--- src/rtl/tx_sym_pkg.sv ---
// ----------------------------------------------------------------------------
// tx_sym_pkg
//   Shared definitions for the multi-lane TX symbol mux: 8b/10b control symbol
//   byte values, CTRL_SEL request codes, the mux FSM state encoding, and a
//   helper that maps a request code onto its control symbol.
// ----------------------------------------------------------------------------
package tx_sym_pkg;

    // Control symbol byte values (K-characters once encoded).
    localparam logic [7:0] SymCom = 8'hBC;
    localparam logic [7:0] SymPad = 8'hF7;
    localparam logic [7:0] SymSkp = 8'h1C;
    localparam logic [7:0] SymStp = 8'hFB;
    localparam logic [7:0] SymSdp = 8'h5C;
    localparam logic [7:0] SymEnd = 8'hFD;
    localparam logic [7:0] SymEdb = 8'hFE;
    localparam logic [7:0] SymFts = 8'h3C;
    localparam logic [7:0] SymIdl = 8'h7C;

    // CTRL_SEL request codes; anything above SelIdl is an error request.
    typedef enum logic [3:0] {
        SelCom = 4'd0,
        SelPad = 4'd1,
        SelSkp = 4'd2,
        SelStp = 4'd3,
        SelSdp = 4'd4,
        SelEnd = 4'd5,
        SelEdb = 4'd6,
        SelFts = 4'd7,
        SelIdl = 4'd8
    } ctrl_sel_e;

    localparam logic [3:0] SelMax = 4'd8;

    // Mux FSM states. The SKP states are only reachable with SKP insertion on.
    typedef enum logic [2:0] {
        StIdle   = 3'd0,
        StData   = 3'd1,
        StCtrl   = 3'd2,
        StSkpCom = 3'd3,
        StSkpSym = 3'd4
    } state_e;

    // Map a request code to its symbol; illegal codes fall back to IDL.
    function automatic logic [7:0] ctrl_symbol(input logic [3:0] sel);
        logic [7:0] sym;
        case (sel)
            SelCom:  sym = SymCom;
            SelPad:  sym = SymPad;
            SelSkp:  sym = SymSkp;
            SelStp:  sym = SymStp;
            SelSdp:  sym = SymSdp;
            SelEnd:  sym = SymEnd;
            SelEdb:  sym = SymEdb;
            SelFts:  sym = SymFts;
            default: sym = SymIdl;
        endcase
        return sym;
    endfunction

endpackage

--- src/rtl/tx_sym_fifo.sv ---
// ----------------------------------------------------------------------------
// tx_sym_fifo
//   Synchronous FIFO holding data words for the TX symbol mux.
//   Pointers carry one extra wrap bit so full and empty are distinguishable.
//   A push while full is dropped (sticky overflow) unless a pop happens in the
//   same cycle, in which case both are accepted. Read data is the current head
//   and is only valid while not empty; a pushed word becomes visible at the
//   head on the following cycle.
//
// Ports:
//   clk_i       clock, rising edge
//   rst_i       synchronous active-high reset
//   push_i      write wdata_i
//   wdata_i     write data
//   pop_i       remove the head entry
//   rdata_o     head entry
//   full_o      DEPTH entries held
//   empty_o     no entries held
//   overflow_o  sticky, set when a push is dropped
// ----------------------------------------------------------------------------
module tx_sym_fifo #(
    parameter int unsigned WIDTH = 8,
    parameter int unsigned DEPTH = 4
) (
    input  logic             clk_i,
    input  logic             rst_i,
    input  logic             push_i,
    input  logic [WIDTH-1:0] wdata_i,
    input  logic             pop_i,
    output logic [WIDTH-1:0] rdata_o,
    output logic             full_o,
    output logic             empty_o,
    output logic             overflow_o
);

    localparam int unsigned AW = $clog2(DEPTH);

    logic [AW:0]      wr_ptr_q, wr_ptr_d;
    logic [AW:0]      rd_ptr_q, rd_ptr_d;
    logic             overflow_q, overflow_d;
    logic [WIDTH-1:0] mem_q [DEPTH];
    logic             push_ok;
    logic             pop_ok;

    assign empty_o = (wr_ptr_q == rd_ptr_q);
    assign full_o  = (wr_ptr_q[AW] != rd_ptr_q[AW]) &&
                     (wr_ptr_q[AW-1:0] == rd_ptr_q[AW-1:0]);

    assign pop_ok  = pop_i && !empty_o;
    // A simultaneous pop frees the slot the push needs.
    assign push_ok = push_i && (!full_o || pop_ok);

    always_comb begin
        wr_ptr_d   = wr_ptr_q + {{AW{1'b0}}, push_ok};
        rd_ptr_d   = rd_ptr_q + {{AW{1'b0}}, pop_ok};
        overflow_d = overflow_q | (push_i & ~push_ok);
    end

    always_ff @(posedge clk_i) begin
        if (rst_i) begin
            wr_ptr_q   <= '0;
            rd_ptr_q   <= '0;
            overflow_q <= 1'b0;
        end else begin
            wr_ptr_q   <= wr_ptr_d;
            rd_ptr_q   <= rd_ptr_d;
            overflow_q <= overflow_d;
        end
    end

    always_ff @(posedge clk_i) begin
        if (push_ok) begin
            mem_q[wr_ptr_q[AW-1:0]] <= wdata_i;
        end
    end

    assign rdata_o    = mem_q[rd_ptr_q[AW-1:0]];
    assign overflow_o = overflow_q;

endmodule

--- src/rtl/tx_symbol_mux_ml.sv ---
// ----------------------------------------------------------------------------
// tx_symbol_mux_ml
//   Multi-lane TX symbol mux between the TX buffer and the 8b/10b encoder.
//   Each cycle one registered symbol per lane is chosen from (highest first):
//   a due/in-progress SKP ordered set, a handshaked control request, buffered
//   data, or IDL. Control symbols are replicated across all lanes.
//
//   Build option SKP_INSERT_EN: when defined, a COM followed by SKP_COUNT SKP
//   symbols is inserted every SKP_INTERVAL cycles. When undefined, the skip
//   counter and SKP states are compiled out and SKP is only sent on request.
//
// Ports:
//   CLK         clock, rising edge
//   RESET       synchronous active-high reset
//   DATA_IN     data word, lane n on bits [8n+7:8n]
//   DATA_PUSH   write DATA_IN into the FIFO
//   FIFO_FULL   FIFO holds DEPTH entries
//   FIFO_EMPTY  FIFO holds no entries
//   OVERFLOW    sticky, a push was dropped
//   CTRL_REQ    control request, level held until CTRL_ACK
//   CTRL_SEL    requested control symbol code
//   CTRL_ACK    one-cycle pulse, request consumed
//   CTRL_ERR    one-cycle pulse with CTRL_ACK for an illegal CTRL_SEL
//   OUT         registered symbols, one byte per lane
//   K_OUT       per-lane K-character flag
//   VALID       sticky, set when the first COM is registered onto OUT
// ----------------------------------------------------------------------------
module tx_symbol_mux_ml
    import tx_sym_pkg::*;
#(
    parameter int unsigned LANES        = 1,
    parameter int unsigned DEPTH        = 4,
    parameter int unsigned SKP_INTERVAL = 1180,
    parameter int unsigned SKP_COUNT    = 3
) (
    input  logic                 CLK,
    input  logic                 RESET,
    input  logic [8*LANES-1:0]   DATA_IN,
    input  logic                 DATA_PUSH,
    output logic                 FIFO_FULL,
    output logic                 FIFO_EMPTY,
    output logic                 OVERFLOW,
    input  logic                 CTRL_REQ,
    input  logic [3:0]           CTRL_SEL,
    output logic                 CTRL_ACK,
    output logic                 CTRL_ERR,
    output logic [8*LANES-1:0]   OUT,
    output logic [LANES-1:0]     K_OUT,
    output logic                 VALID
);

    // Elaboration-time parameter legality checks.
    if (LANES < 1 || LANES > 4) begin : g_bad_lanes
        $error("tx_symbol_mux_ml: LANES must be 1..4");
    end
    if (DEPTH < 2 || (DEPTH & (DEPTH - 1)) != 0) begin : g_bad_depth
        $error("tx_symbol_mux_ml: DEPTH must be a power of two >= 2");
    end
    if (SKP_COUNT < 1 || SKP_COUNT > 5 || SKP_INTERVAL < SKP_COUNT + 2) begin : g_bad_skp
        $error("tx_symbol_mux_ml: illegal SKP_COUNT / SKP_INTERVAL");
    end

    localparam int unsigned W = 8 * LANES;

    state_e           state_q, state_d;
    logic [W-1:0]     out_q, out_d;
    logic [LANES-1:0] k_q, k_d;
    logic             ack_q, ack_d;
    logic             err_q, err_d;
    logic             valid_q, valid_d;

    logic             fifo_pop;
    logic [W-1:0]     fifo_rdata;
    logic             fifo_full;
    logic             fifo_empty;
    logic             fifo_overflow;

    // ------------------------------------------------------------------------
    // Data FIFO
    // ------------------------------------------------------------------------
    tx_sym_fifo #(
        .WIDTH (W),
        .DEPTH (DEPTH)
    ) u_fifo (
        .clk_i      (CLK),
        .rst_i      (RESET),
        .push_i     (DATA_PUSH),
        .wdata_i    (DATA_IN),
        .pop_i      (fifo_pop),
        .rdata_o    (fifo_rdata),
        .full_o     (fifo_full),
        .empty_o    (fifo_empty),
        .overflow_o (fifo_overflow)
    );

    // The FSM decision of this cycle is what gets registered onto OUT.
    assign fifo_pop = (state_d == StData);

`ifdef SKP_INSERT_EN
    // ------------------------------------------------------------------------
    // Skip counter and ordered-set position
    // ------------------------------------------------------------------------
    localparam int unsigned      CntW    = $clog2(SKP_INTERVAL);
    localparam logic [CntW-1:0]  CntLast = CntW'(SKP_INTERVAL - 1);
    localparam logic [2:0]       SymLast = 3'(SKP_COUNT - 1);

    logic [CntW-1:0] cnt_q, cnt_d;
    logic [2:0]      sym_cnt_q, sym_cnt_d;
    logic            skp_due;
    logic            in_set;

    assign skp_due = (cnt_q == CntLast);
    // Still inside an ordered set: after the COM, or before the last SKP.
    assign in_set  = (state_q == StSkpCom) ||
                     ((state_q == StSkpSym) && (sym_cnt_q != SymLast));

    always_comb begin
        if (state_d == StSkpCom) begin
            cnt_d = '0;
        end else if (skp_due) begin
            // Saturate until the pending set can start.
            cnt_d = cnt_q;
        end else begin
            cnt_d = cnt_q + CntW'(1);
        end
        sym_cnt_d = (state_q == StSkpSym) ? sym_cnt_q + 3'd1 : 3'd0;
    end

    always_ff @(posedge CLK) begin
        if (RESET) begin
            cnt_q     <= '0;
            sym_cnt_q <= '0;
        end else begin
            cnt_q     <= cnt_d;
            sym_cnt_q <= sym_cnt_d;
        end
    end
`endif

    // ------------------------------------------------------------------------
    // FSM: state register
    // ------------------------------------------------------------------------
    always_ff @(posedge CLK) begin
        if (RESET) begin
            state_q <= StIdle;
        end else begin
            state_q <= state_d;
        end
    end

    // ------------------------------------------------------------------------
    // FSM: next-state decision
    // ------------------------------------------------------------------------
    always_comb begin
        state_d = StIdle;
        if (CTRL_REQ) begin
            state_d = StCtrl;
        end else if (!fifo_empty) begin
            state_d = StData;
        end
`ifdef SKP_INSERT_EN
        // An ordered set, running or due, overrides requests and data.
        if (in_set) begin
            state_d = StSkpSym;
        end else if (skp_due) begin
            state_d = StSkpCom;
        end
`endif
    end

    // ------------------------------------------------------------------------
    // FSM: outputs for the decided state (registered below)
    // ------------------------------------------------------------------------
    always_comb begin
        out_d = {LANES{SymIdl}};
        k_d   = '1;
        ack_d = 1'b0;
        err_d = 1'b0;
        unique case (state_d)
            StIdle: ;
            StData: begin
                out_d = fifo_rdata;
                k_d   = '0;
            end
            StCtrl: begin
                out_d = {LANES{ctrl_symbol(CTRL_SEL)}};
                ack_d = 1'b1;
                err_d = (CTRL_SEL > SelMax);
            end
            StSkpCom: out_d = {LANES{SymCom}};
            StSkpSym: out_d = {LANES{SymSkp}};
            default: ;
        endcase
        valid_d = valid_q | (state_d == StSkpCom) |
                  ((state_d == StCtrl) && (CTRL_SEL == SelCom));
    end

    always_ff @(posedge CLK) begin
        if (RESET) begin
            out_q   <= '0;
            k_q     <= '0;
            ack_q   <= 1'b0;
            err_q   <= 1'b0;
            valid_q <= 1'b0;
        end else begin
            out_q   <= out_d;
            k_q     <= k_d;
            ack_q   <= ack_d;
            err_q   <= err_d;
            valid_q <= valid_d;
        end
    end

    assign OUT        = out_q;
    assign K_OUT      = k_q;
    assign CTRL_ACK   = ack_q;
    assign CTRL_ERR   = err_q;
    assign VALID      = valid_q;
    assign FIFO_FULL  = fifo_full;
    assign FIFO_EMPTY = fifo_empty;
    assign OVERFLOW   = fifo_overflow;

endmodule

--- config.mk ---
export PLATFORM = sky130hd
export DESIGN_NAME = tx_symbol_mux_ml
export DESIGN_NICKNAME = d
export VERILOG_FILES = /design/src/rtl/tx_sym_pkg.sv /design/src/rtl/tx_sym_fifo.sv /design/src/rtl/tx_symbol_mux_ml.sv
export SDC_FILE = /design/constraint.sdc
export NUM_CORES = 1
export LEC_CHECK = 0
export ABC_CLOCK_PERIOD_IN_PS = 2900
export BUFFER_PORTS_ARGS = -buffer_cell sky130_fd_sc_hd__buf_2
export CAP_MARGIN = 10
export CORE_MARGIN = 1
export CORE_UTILIZATION = 40
export DETAILED_ROUTE_END_ITERATION = 8
export MAX_ROUTING_LAYER = met4
export PLACE_DENSITY = 0.69
export REMOVE_ABC_BUFFERS = 1
export SLEW_MARGIN = 30
export SYNTH_ARGS = -nofsm -noshare
export SYNTH_HDL_FRONTEND = slang
export SYNTH_SLANG_ARGS = --single-unit
--- constraint.sdc ---
create_clock -name CLK -period 2.9 [get_ports CLK]
set_clock_uncertainty 0.05 [all_clocks]
set_input_delay 0.58 -clock CLK [delete_from_list [all_inputs] [get_ports CLK]]
set_output_delay 0.58 -clock CLK [all_outputs]
set_load 0.005 [all_outputs]
* Word-level counts from Yosys, hierarchy flattened *
Memories as Yosys holds them, arrays and structs flattened. A register that Yosys moved wholly into a read port is not among the register bits.
Cells that the tools add are included.
Widths: inputs -> output; s select.

storage, ports and cells
  memory bits (writable) = 32
  memories kept = 2
  output and inout bits = 15
  bits in read-only memories = 56
  bits in registers = 19
  logic and storage cells = 44
  bits of input ports = 16

memories
  name              words  width  rd ports  clocked after Yosys merged registers in  wr ports  line               text
  (name not given)  8      7      1         0                                        0         tx_sym_pkg.sv:47   case (sel)
  u_fifo.mem_q      4      8      1         1                                        1         tx_sym_fifo.sv:41  logic [WIDTH-1:0] mem_q [DEPTH];

cells by class
  equality and inequality tests = 7
  magnitude comparators = 1
  muxes and demuxes = 9
  add/subtract/negate cells = 2
  reductions and logical operators = 9
  bitwise logic cells = 6

operators by type and width
  operator            number
  $pmux 8 s4          1
  $mux 8              1
  $add 3x1->3         2
  $eq 3x2->1 const B  2
  $mux 1              5
  $gt 4x4->1 const B  1
  $logic_and 1x1->1   4
  $logic_not 4->1     1
  $mux 2              2
  $eq 3x1->1 const B  1
  $eq 3x3->1          1
  $eq 3x3->1 const B  1
  $or 1x1->1          3
  $eq 2x2->1          1
  $logic_not 1->1     2
  $not 1->1           2
  $reduce_or 2->1     1
  $and 1x1->1         1
  $logic_or 1x1->1    1
  $ne 1x1->1          1

* Logic depth before layout (Yosys ltp) *
  depth in word-level cells = 10
  depth in mapped cells = 8
  mapped depth without buffers = 7

* By module *
From an unflattened synthesis, not the netlist that was laid out.

unflattened totals
  cells, all modules = 136
  area total of the unflattened synthesis = 2,080.7 µm²

by module, submodules not included
  module            sequential area each (µm²)  area an instance (µm²)  instances  cells an instance
  tx_sym_fifo       1,101.1                     1,535.2                 1          79
  tx_symbol_mux_ml  240.2                       545.5                   1          57

* Worst setup path before layout *
Ideal clock, no wire load.

  kind = register -> register
  start point = register u_fifo.rd_ptr_q[0]
  end point = memory u_fifo.mem_q[2][0], enable pin
  period minus slack after synthesis = 2.051 ns
  required time = 2.465 ns
  setup time = 0.385 ns
  arrival = 1.616 ns
  buffers on the path = 1
  stages on the path, launching flop included = 5
  path slack = 0.849 ns
  path through = dfxtp_1 -> buf_6 -> xnor2_2 -> a41o_1 -> nor3b_1

on the way
  longest elaborated chain between the ends = 9
  elaborated cells on any way between the ends = 13
  those cells by class = eq/ne (3); mux (4); reduce/logical (6)

RTL lines
  item                            line                     text
  start, declared                 tx_sym_fifo.sv:39        logic [AW:0] rd_ptr_q, rd_ptr_d;
  start signal, assigned          tx_sym_fifo.sv:66        rd_ptr_q <= rd_ptr_d;
  $eq 3x3->1                      tx_sym_fifo.sv:45        assign empty_o = (wr_ptr_q == rd_ptr_q);
  $mux 1                          tx_symbol_mux_ml.sv:158  end else if (!fifo_empty) begin
  $mux 2                          tx_symbol_mux_ml.sv:156  if (CTRL_REQ) begin
  $eq 3x1->1                      tx_symbol_mux_ml.sv:97   assign fifo_pop = (state_d == StData);
  $logic_and 1x1->1               tx_sym_fifo.sv:49        assign pop_ok = pop_i && !empty_o;
  $logic_or 1x1->1 *              tx_sym_fifo.sv:51        assign push_ok = push_i && (!full_o || pop_ok);
  $logic_and 1x1->1 *             tx_sym_fifo.sv:51
  $mux 1 *                        tx_sym_fifo.sv:72        if (push_ok) begin
  $mux 1 (implied by the code) *  tx_sym_fifo.sv:73        mem_q[wr_ptr_q[AW-1:0]] <= wdata_i;
  end, declared                   tx_sym_fifo.sv:41

Mark *: on every way between the ends. The rest lies on a longest branch, timed or not.

* Worst setup path in the final report *
  start point = register u_fifo.rd_ptr_q[1]
  end point = output FIFO_FULL

on the way
  longest elaborated chain between the ends = 2

RTL lines
  item               line                    text
  $eq 2x2->1         tx_sym_fifo.sv:47       (wr_ptr_q[AW-1:0] == rd_ptr_q[AW-1:0]);
  $logic_and 1x1->1  tx_sym_fifo.sv:46       assign full_o = (wr_ptr_q[AW] != rd_ptr_q[AW]) &&
  end, declared      tx_symbol_mux_ml.sv:40  output logic FIFO_FULL,

No other way between the ends.

==> out/qor.yml <==
outcome: "completed"
cts-htree-levels: 2
drt_wl_cell_um: 14.9
tightest_slew_ps: 497
synth_edf_count: 32
place_congestion: 0.777
layout.cells.non_filler: 241
area_of_combinational_cells_with_multiple_inputs_um2: 653
firstDrtPassIters: 4
start_util_pct: 42.7
die_width_um: 73.9
detail_route.wirelength_mm: 3.58
rsz0062_at_grt: "false"
worst_skew_pair.late_latency_ps: 300
routed_via_density: 4.90
timing.final.crit_share_pct: 74.1
die_h_um: 73.9
totalNegativeSetupSlack_ps: 0
grt_pass1_wl_mm: 5.63
num_vias: 1180
max-vdd-ir-drop_v: 0.000364
endpoint_kind: "primary output"
track_usage_pct: 14.8
top_level_ports: 31
syn_area_um2: 2070
endpoint: "FIFO_FULL"
fin_area_um2: 2400
cp_data_required_time_ps: 2270
rr_startpoint: "u_fifo.rd_ptr_q[1]$_SDFF_PP0_"
postCtsSetupRepairBufs: 0
postSynthAreaPerCell_um2: 15.3
synth_area_leaders: "sky130_fd_sc_hd__edfxtp_1 (46%), sky130_fd_sc_hd__dfxtp_1 (18%), sky130_fd_sc_hd__mux4_2 (7.6%)"
synth_warnings: 0
synth_async_sr_flop_share_pct: 0
floorplan.core_area_um2: 4850
cts-buffers-inserted: 5
clk_pin_slew_ps: 90
synth-seq-area-share_pct: 64.8
hold_buffers: 0
synth_most_common_cell: "sky130_fd_sc_hd__edfxtp_1"
master_cell_of_the_clock_root_buffer: "sky130_fd_sc_hd__clkbuf_8"
netlist-cell-type-count: 30
post-route-drc-count: 0
setup_viol_count_final: 0
worst-r2r-setup-slack_ps: 890
netlist_instances: 135
drive_above_1_share_pct: 31.6
timing.max_slew.rel_slack_pct: 66.8
placement.io_buffers: 30
drt.antenna.violating_nets: 0
detail_route.iter0.violations: 53
setup.worst_path.start_class: "flop"
clock_sinks: 51
timing.critical_path.arrival_ps: 1520
numPlacedInstances: 233
layout_min_cycle_time_ps: 2150
floorplan.die_area_um2: 5470
final_net_count: 198
finalMaxSlewViolations: 0
start_point_of_the_critical_path: "u_fifo.rd_ptr_q[1]$_SDFF_PP0_"
regToRegEndpoint: "u_fifo.mem_q[3][7]$_DFFE_PP_"
synth_seq_cells: 51
post_cts.resized_instances: 0
yosys.area.top_type: "sky130_fd_sc_hd__edfxtp_1"
grt_antenna_before_repair: 0
n_antenna_cell: 0
max-clock-path-buffers: 2
grt_pass1_vias: 1176
fmax_ghz: 0.465
timing.max_cap.violations: 0
final.fill_count: 405
rows: 25
tritoncts_clock_tree: "done"
timing.critical_path.fanout_max: 10
power.static_leakage_nw: 0.966
p_r_area_growth_vs_syn_pct: 16.0
grt_overflow: 0
cell_types_with_the_highest_counts_after_synthesis: "sky130_fd_sc_hd__edfxtp_1 (32), sky130_fd_sc_hd__dfxtp_1 (19), sky130_fd_sc_hd__inv_1 (11)"
criticalPathCategory: "flop to primary output"
dp_hpwl_mm: 2.60
ff2ff_path_depth: 4
largest_net_degree_at_the_start_of_global_routing: 17
synth_top_area_share_pct: 46.4
final_hold_viol_count: 0
hp-class: "flop to flop"
synth-main-ff-cell: "sky130_fd_sc_hd__edfxtp_1"
area_occupied_by_registers_um2: 1340
power_per_cell_area_nw_per_um2: 626
post_dp_cell_area_um2: 2310
report.power.total_w: 0.00150
-- cell families (layout without fill, tap and decap cells) --
kind of cell,count (synthesis),in the layout,share of synthesized area (%)
buffers and inverters,16,55,3.63
and+or+nand+nor,27,27,6.35
xor gates and xnor gates,6,6,3.27
muxes,9,9,9.37
adders and majority gates,9,9,5.44
AOI/OAI and AO/OA,17,17,7.13
DFF,51,51,64.8
-- stage by stage --
step | setup slack (ps) | utilization [%] | hold WS [ps]
detailed placement | 898 | 47.7 | 404
global placement | 965 | 47.7 | 399
finish | 752 | 49.5 | 426
floorplan | 625 | - | 397
CTS | 733 | 49.5 | 426
global route | 649 | 49.5 | 425
-- critical path, stage by stage, from the launching register on --
cell and delay [ps]:
sky130_fd_sc_hd__dfxtp_1 640, sky130_fd_sc_hd__xnor2_2 230, sky130_fd_sc_hd__nand3_1 170, sky130_fd_sc_hd__inv_1 70, sky130_fd_sc_hd__buf_2 100
-- final cells by class --
cell class	instances	share of cell area [%]
clock inverter	2	0.730
clock buffer	6	3.02
sequential	51	55.9
tap	67	3.49
inverter	12	1.88
multi-input combinational	68	27.2
timing repair buffer	35	7.82
-- routing by layer --
metal | share of wire (%) | GRT usage (%) | vias up
met5 | 0 | - | -
li1 | - | - | 573
met2 | 46 | 22.3 | 38
met4 | 1.2 | 3.21 | 0
met1 | 47 | 19.1 | 564
met3 | 5.6 | 5.56 | 5
-- report_power, final --
part           leakage [nW]  total, W  internal [W]  switching (W)
Combinational         0.470  0.000257      0.000130       0.000127
Clock                0.0454  0.000403      0.000173       0.000229
Sequential            0.451  0.000844      0.000820      0.0000247
-- layout by cell type (no fill, tap or decap), drive strengths merged --
master,n
a21oi,2
a221oi,3
a31oi,1
a32o,3
a41o,1
and3,2
buf,35
clkbuf,6
clkinv,2
dfxtp,19
edfxtp,32
ha,9
inv,12
mux2i,1
mux4,8
nand2,6
nand2b,2
nand3,1
nor2,9
nor2b,4
nor3,1
nor3b,2
o21ai,5
o21ba,1
o41ai,1
xnor2,5
xor2,1
-- sequential cells by signal, summed over array words and instances (netlist names) --
signal,flops
CTRL_ACK,1
CTRL_ERR,1
K_OUT,1
OUT,8
VALID,1
u_fifo.mem_q,32
u_fifo.overflow_o,1
u_fifo.rd_ptr_q,3
u_fifo.wr_ptr_q,3
-- worst min-delay path by stage --
stage / from / end / slack, ps / cells past startpoint
3_3_place_gp: u_fifo.overflow_o$_SDFF_PP0_ / u_fifo.overflow_o$_SDFF_PP0_ / 400 / 2
2_1_floorplan: u_fifo.overflow_o$_SDFF_PP0_ / u_fifo.overflow_o$_SDFF_PP0_ / 400 / 2
6_report: u_fifo.overflow_o$_SDFF_PP0_ / u_fifo.overflow_o$_SDFF_PP0_ / 430 / 2
3_5_place_dp: u_fifo.overflow_o$_SDFF_PP0_ / u_fifo.overflow_o$_SDFF_PP0_ / 400 / 2
4_1_cts: u_fifo.overflow_o$_SDFF_PP0_ / u_fifo.overflow_o$_SDFF_PP0_ / 430 / 2
5_1_grt: DATA_IN[7] / u_fifo.mem_q[1][7]$_DFFE_PP_ / 430 / 1
Power figures use the tool's default switching activity.
